## src/rtl/deadtime_gate_driver.sv

```systemverilog
// Dead-time-safe gate stage for a full bridge: two independent legs, each with its own dead-time FSM.
// Optional shoot-through fault latching is built when DEADTIME_SHOOTTHROUGH_FAULT_EN is defined.

module deadtime_gate_leg #(
    parameter int DEADTIME = 50
) (
    input  logic       clk,
    input  logic       rst,
    input  logic       want_high,
    input  logic       want_low,
    input  logic       trip,
    output logic [2:0] state,
    output logic       gate_high,
    output logic       gate_low
);
    typedef enum logic [2:0] {
        S_OFF   = 3'd0,
        S_HIGH  = 3'd1,
        S_LOW   = 3'd2,
        S_DEAD  = 3'd3,
        S_FAULT = 3'd4
    } state_t;

    state_t     cur, nxt;
    logic [7:0] cnt, cnt_nxt;

    always_ff @(posedge clk) begin
        if (rst) begin
            cur       <= S_OFF;
            cnt       <= 8'd0;
            gate_high <= 1'b0;
            gate_low  <= 1'b0;
        end else begin
            cur       <= nxt;
            cnt       <= cnt_nxt;
            gate_high <= (nxt == S_HIGH);
            gate_low  <= (nxt == S_LOW);
        end
    end

    always_comb begin
        nxt     = cur;
        cnt_nxt = cnt;
        if (trip) begin
            nxt = S_FAULT;
        end else begin
            case (cur)
                S_OFF: begin
                    if (want_high)     nxt = S_HIGH;
                    else if (want_low) nxt = S_LOW;
                end
                S_HIGH: begin
                    if (!want_high) begin
                        nxt     = S_DEAD;
                        cnt_nxt = 8'(DEADTIME - 1);
                    end
                end
                S_LOW: begin
                    if (!want_low) begin
                        nxt     = S_DEAD;
                        cnt_nxt = 8'(DEADTIME - 1);
                    end
                end
                S_DEAD: begin
                    // The request is ignored until the full interval has elapsed, even for the same side.
                    if (cnt != 8'd0)    cnt_nxt = cnt - 8'd1;
                    else if (want_high) nxt = S_HIGH;
                    else if (want_low)  nxt = S_LOW;
                    else                nxt = S_OFF;
                end
                S_FAULT: nxt = S_FAULT;
                default: nxt = S_OFF;
            endcase
        end
    end

    assign state = cur;
endmodule

module deadtime_gate_driver #(
    parameter int DEADTIME = 50
) (
    input  logic       i_clock,
    input  logic       i_RESET,
    input  logic       i_enable,
    input  logic [3:0] i_MOSFET,
    output logic [3:0] o_gate,
    output logic       o_fault,
    output logic [7:0] o_debug
);
    logic [3:0]      r_cmd;
    logic            r_en;
    logic [1:0]      want_high, want_low, gate_high, gate_low, dead;
    logic [1:0][2:0] leg_state;
    logic            trip;

    always_ff @(posedge i_clock) begin
        if (i_RESET) begin
            r_cmd <= 4'b0000;
            r_en  <= 1'b0;
        end else begin
            r_cmd <= i_MOSFET;
            r_en  <= i_enable;
        end
    end

`ifdef DEADTIME_SHOOTTHROUGH_FAULT_EN
    // Either leg commanding both switches trips both legs, independent of enable.
    assign trip    = |(r_cmd[1:0] & r_cmd[3:2]);
    assign o_fault = (leg_state[0] == 3'd4);
`else
    assign trip    = 1'b0;
    assign o_fault = 1'b0;
`endif

    // Leg g uses bit g as its high command and bit g+2 as its low command.
    for (genvar g = 0; g < 2; g++) begin : g_leg
        assign want_high[g] = r_en & r_cmd[g] & ~r_cmd[g+2];
        assign want_low[g]  = r_en & r_cmd[g+2] & ~r_cmd[g];

        deadtime_gate_leg #(.DEADTIME(DEADTIME)) u_leg (
            .clk       (i_clock),
            .rst       (i_RESET),
            .want_high (want_high[g]),
            .want_low  (want_low[g]),
            .trip      (trip),
            .state     (leg_state[g]),
            .gate_high (gate_high[g]),
            .gate_low  (gate_low[g])
        );

        assign dead[g] = (leg_state[g] == 3'd3);
    end

    assign o_gate  = {gate_low, gate_high};
    assign o_debug = {leg_state[1], leg_state[0], dead[1], dead[0]};
endmodule

```

## config.mk

```make
export PLATFORM = sky130hd
export DESIGN_NAME = deadtime_gate_driver
export DESIGN_NICKNAME = d
export VERILOG_FILES = /design/src/rtl/deadtime_gate_driver.sv
export SDC_FILE = /design/constraint.sdc
export NUM_CORES = 1
export LEC_CHECK = 0
export ABC_AREA = 1
export CAP_MARGIN = 10
export CORE_UTILIZATION = 34
export CTS_BUF_LIST = sky130_fd_sc_hd__clkbuf_4 sky130_fd_sc_hd__clkbuf_8 sky130_fd_sc_hd__clkbuf_16
export CTS_CLUSTER_DIAMETER = 100
export DETAILED_ROUTE_END_ITERATION = 8
export GPL_TIMING_DRIVEN = 1
export SYNTH_ARGS = -nofsm -noshare
export SYNTH_HDL_FRONTEND = slang
export SYNTH_SLANG_ARGS = --single-unit
```

## constraint.sdc

```tcl
create_clock -name i_clock -period 1.73 [get_ports i_clock]
set_input_delay 0.346 -clock i_clock [delete_from_list [all_inputs] [get_ports i_clock]]
set_output_delay 0.346 -clock i_clock [all_outputs]
set_load 0.01 [all_outputs]
```

==> flow_metrics.py <==
metrics = {
    "layout": {
        "final_nets": 305,
        "n_antenna_cell": 0,
        "area_delta_synth_final_pct": 21.9,
        "final_cell_mix": "nand2_1, nor2_1, inv_1",
        "layout_commonest_cell": "nand2_1",
        "layout-drive-gt1-share_pct": 13.2,
        "design_area_um2": 2100,
    },
    "sta": {
        "finalHoldViolCount": 0,
        "finalSetupViolations": 0,
        "maxSlewViolCount": 0,
        "fin_worst_skew_ns": 0.00737,
        "rsz0062_at_grt": "no",
        "fin_tns_setup_ns": 0,
        "min_period_over_period_pct": 96.0,
        "max_clock_freq_mhz": 602,
        "period_needed_ns": 1.66,
    },
    "critical_path": {
        "worst-r2r-cell-count": 9,
        "worst-path-buf-inv": 2,
        "cp_top_family": "buffers and inverters",
        "crit_type": "reg -> out",
        "cp.required_ns": 1.38,
        "r2r_slack_ns": 0.30,
        "slowest_delay_ns": 0.54,
        "arrival_ns": 1.31,
        "cp-start-kind": "flop",
        "cp-end-kind": "primary output",
        "crit_path_cell_trace": "buf_4 > clkdlybuf4s50_1",
        "crit_start": "g_leg[1].u_leg.state[0]",
        "endpoint": "o_debug[5]",
        "r2r-start": "g_leg[1].u_leg.cnt[0]",
        "crit_slowest_cell": "clkdlybuf4s50_1",
        "worst-path-stages": 2,
        "crit_fanout": 6,
        "worstReg2RegEnd": "g_leg[1].u_leg.cnt[7]",
    },
    "routing": {
        "avgRoutedWirePerCell_um": 10.3,
        "drtIter0Drc": 80,
        "vias": 1665,
        "drt-pass1-iter-count": 4,
        "viasPerCell": 4.59,
        "drtAntennaViolNets": 0,
        "drc": 0,
        "drt_wl_total_mm": 3.73,
    },
    "global_route": {
        "antenna_found_initial": 0,
        "grt_overflow": 0,
        "grt_usage_pct": 16.4,
        "first_global_vias": 1554,
        "grt_pass1_wl_mm": 6.64,
        "grt_max_degree": 24,
    },
    "clocking": {
        "cts_tree": "done",
        "root_buffer": "clkbuf_8",
        "clkLatencyLatePin_ns": 0.28,
        "clockBufferDepth": 2,
        "htreeDepth": 2,
        "clock-sinks": 31,
        "cts_buffers": 5,
        "post_cts_buffers": 0,
        "clkTransAtPathRegs_ns": 0.06,
    },
    "placed_design": {
        "dpl_cell_area_um2": 2010,
        "portBuffers": 18,
        "dp_hpwl_mm": 2.69,
        "gp_congestion": 0.864,
    },
    "power": {
        "p_seq_share_pct": 32.0,
        "p_sw_uw": 1230,
        "p_clk_share_pct": 19.3,
        "internal_power_uw": 1760,
        "switching_share_pct": 41.1,
        "peakVddDrop_mv": 0.519,
        "comb_power_share_pct": 48.7,
        "cellPowerDensity_nw_per_um2": 1420,
        "p_leak_uw": 0.000974,
    },
    "logic_synthesis": {
        "synthCells": 269,
        "synth_area_um2": 1730,
        "syn_nets": 278,
        "avgSynthCellArea_um2": 6.41,
        "yosysWarnings": 0,
        "ys_seq_area_share_pct": 36.0,
        "synth-seq-cells": 31,
        "ys_types": 28,
    },
    "floorplanning": {
        "start_util_pct": 35.8,
        "die-area_um2": 5360,
        "io_pins": 20,
        "dieHeight_um": 73.2,
        "die_w_um": 73.2,
        "row_count": 25,
        "core_area_um2": 4820,
    },
    "status": {
        "outcome": "finished clean",
    },
    "flow_run": {
        "maxCapViolations": 0,
    },
    "hold_path": {
        "hp-class": "reg -> reg",
    },
}
==> Yosys cell counts, drive strengths merged <==
| cell type | instances | area [um^2] |
|---|---|---|
| conb | 1 | 3.75 |
| nor2 | 49 | 214 |
| ha | 2 | 25.0 |
| xnor2 | 1 | 8.76 |
| xor2 | 1 | 8.76 |
| o31ai | 2 | 15.0 |
| nand2 | 73 | 282 |
| nand3 | 25 | 145 |
| or2 | 1 | 6.26 |
| o21ai | 5 | 25.0 |
| nand4 | 5 | 31.3 |
| a21oi | 18 | 93.8 |
| o21a | 1 | 7.51 |
| dfxtp | 31 | 621 |
| nor4 | 1 | 6.26 |
| buf | 5 | 37.5 |
| and2 | 1 | 6.26 |
| clkbuf | 2 | 7.51 |
| inv | 39 | 146 |
| nor3 | 6 | 35.0 |
==> power groups by stage <==
stage | combinational (uW) | sequential [uW] | clock [uW]
CTS | 1460 | 956 | 605
global route | 1650 | 979 | 634
floorplan | 1070 | 968 | 0
finish | 1460 | 956 | 577
global placement | 1450 | 969 | 0
detailed placement | 1450 | 971 | 0
==> metrics by stage <==
| stage | power [uW] | instances | util, % | worst slack (ns) | hold slack (ns) |
|---|---|---|---|---|---|
| floorplan | 2030 | 269 | - | 0.318 | 0.415 |
| global placement | 2410 | 356 | 41.8 | 0.182 | 0.470 |
| detailed placement | 2420 | 356 | 41.8 | 0.165 | 0.477 |
| CTS | 3020 | 363 | 43.6 | 0.0509 | 0.487 |
| global route | 3270 | 363 | 43.7 | 0.0104 | 0.503 |
| finish | 2990 | 363 | 43.7 | 0.0700 | 0.486 |
==> routing by layer <==
metal	vias up	global-route usage, %	wire length (um)
li1	893	-	-
met1	742	19.2	1740
met2	25	27.8	1780
met3	5	4.56	150
met4	0	7.19	58
met5	-	0	0
==> worst min path at each step <==
stage	from	to	slack (ns)	depth (start not counted)
5_1_grt	g_leg[1].u_leg.cnt[6]	g_leg[1].u_leg.cnt[6]	0.50	2
6_report	g_leg[1].u_leg.cnt[1]	g_leg[1].u_leg.cnt[1]	0.49	2
3_5_place_dp	g_leg[1].u_leg.cnt[1]	g_leg[1].u_leg.cnt[1]	0.48	2
4_1_cts	g_leg[1].u_leg.cnt[1]	g_leg[1].u_leg.cnt[1]	0.49	2
3_3_place_gp	g_leg[1].u_leg.cnt[6]	g_leg[1].u_leg.cnt[6]	0.47	2
2_1_floorplan	i_RESET	g_leg[0].u_leg.cnt[5]	0.42	1
==> worst register-to-register path, delay by kind of cell (launching register included) <==
family                   cells  cell delay [ns]
buffers and inverters        1             0.07
AND/OR/NAND/NOR              7             0.72
flip-flops                   1             0.31
adder cells (fa/ha/maj)      1             0.19
==> repair_timing <==
item / in CTS / in global routing
cloned: 0 / 0
hold buffers: 0 / 0
resized for setup: 3 / 1
pin swaps: 0 / 0
endpoints found under the setup margin: 2 / 1
==> cell type report <==
cell class / count / area (um^2)
fillers: 536 / 2710
multi-input cells: 192 / 918
flip-flops and latches: 31 / 622
repair buffers: 27 / 245
inverters: 39 / 146
well taps: 67 / 83.8
clock buffers: 6 / 82.6
clock inverters: 1 / 5.00
==> logic make-up after synthesis <==
kind of cell | share of synthesized area (%)
compound gates | 8.19
xor+xnor | 1.02
fa+ha+maj | 1.45
buf+inv | 11.1
flops | 36.0
other cells | 0.217
simple gates | 42.1
==> registers in the layout, summed over array words and instances (netlist names) <==
signal                 count
g_leg.u_leg.gate_high      2
g_leg.u_leg.cnt           16
r_en                       1
g_leg.u_leg.state          6
g_leg.u_leg.gate_low       2
r_cmd                      4
Note: power is estimated with default switching activity, not from simulation.
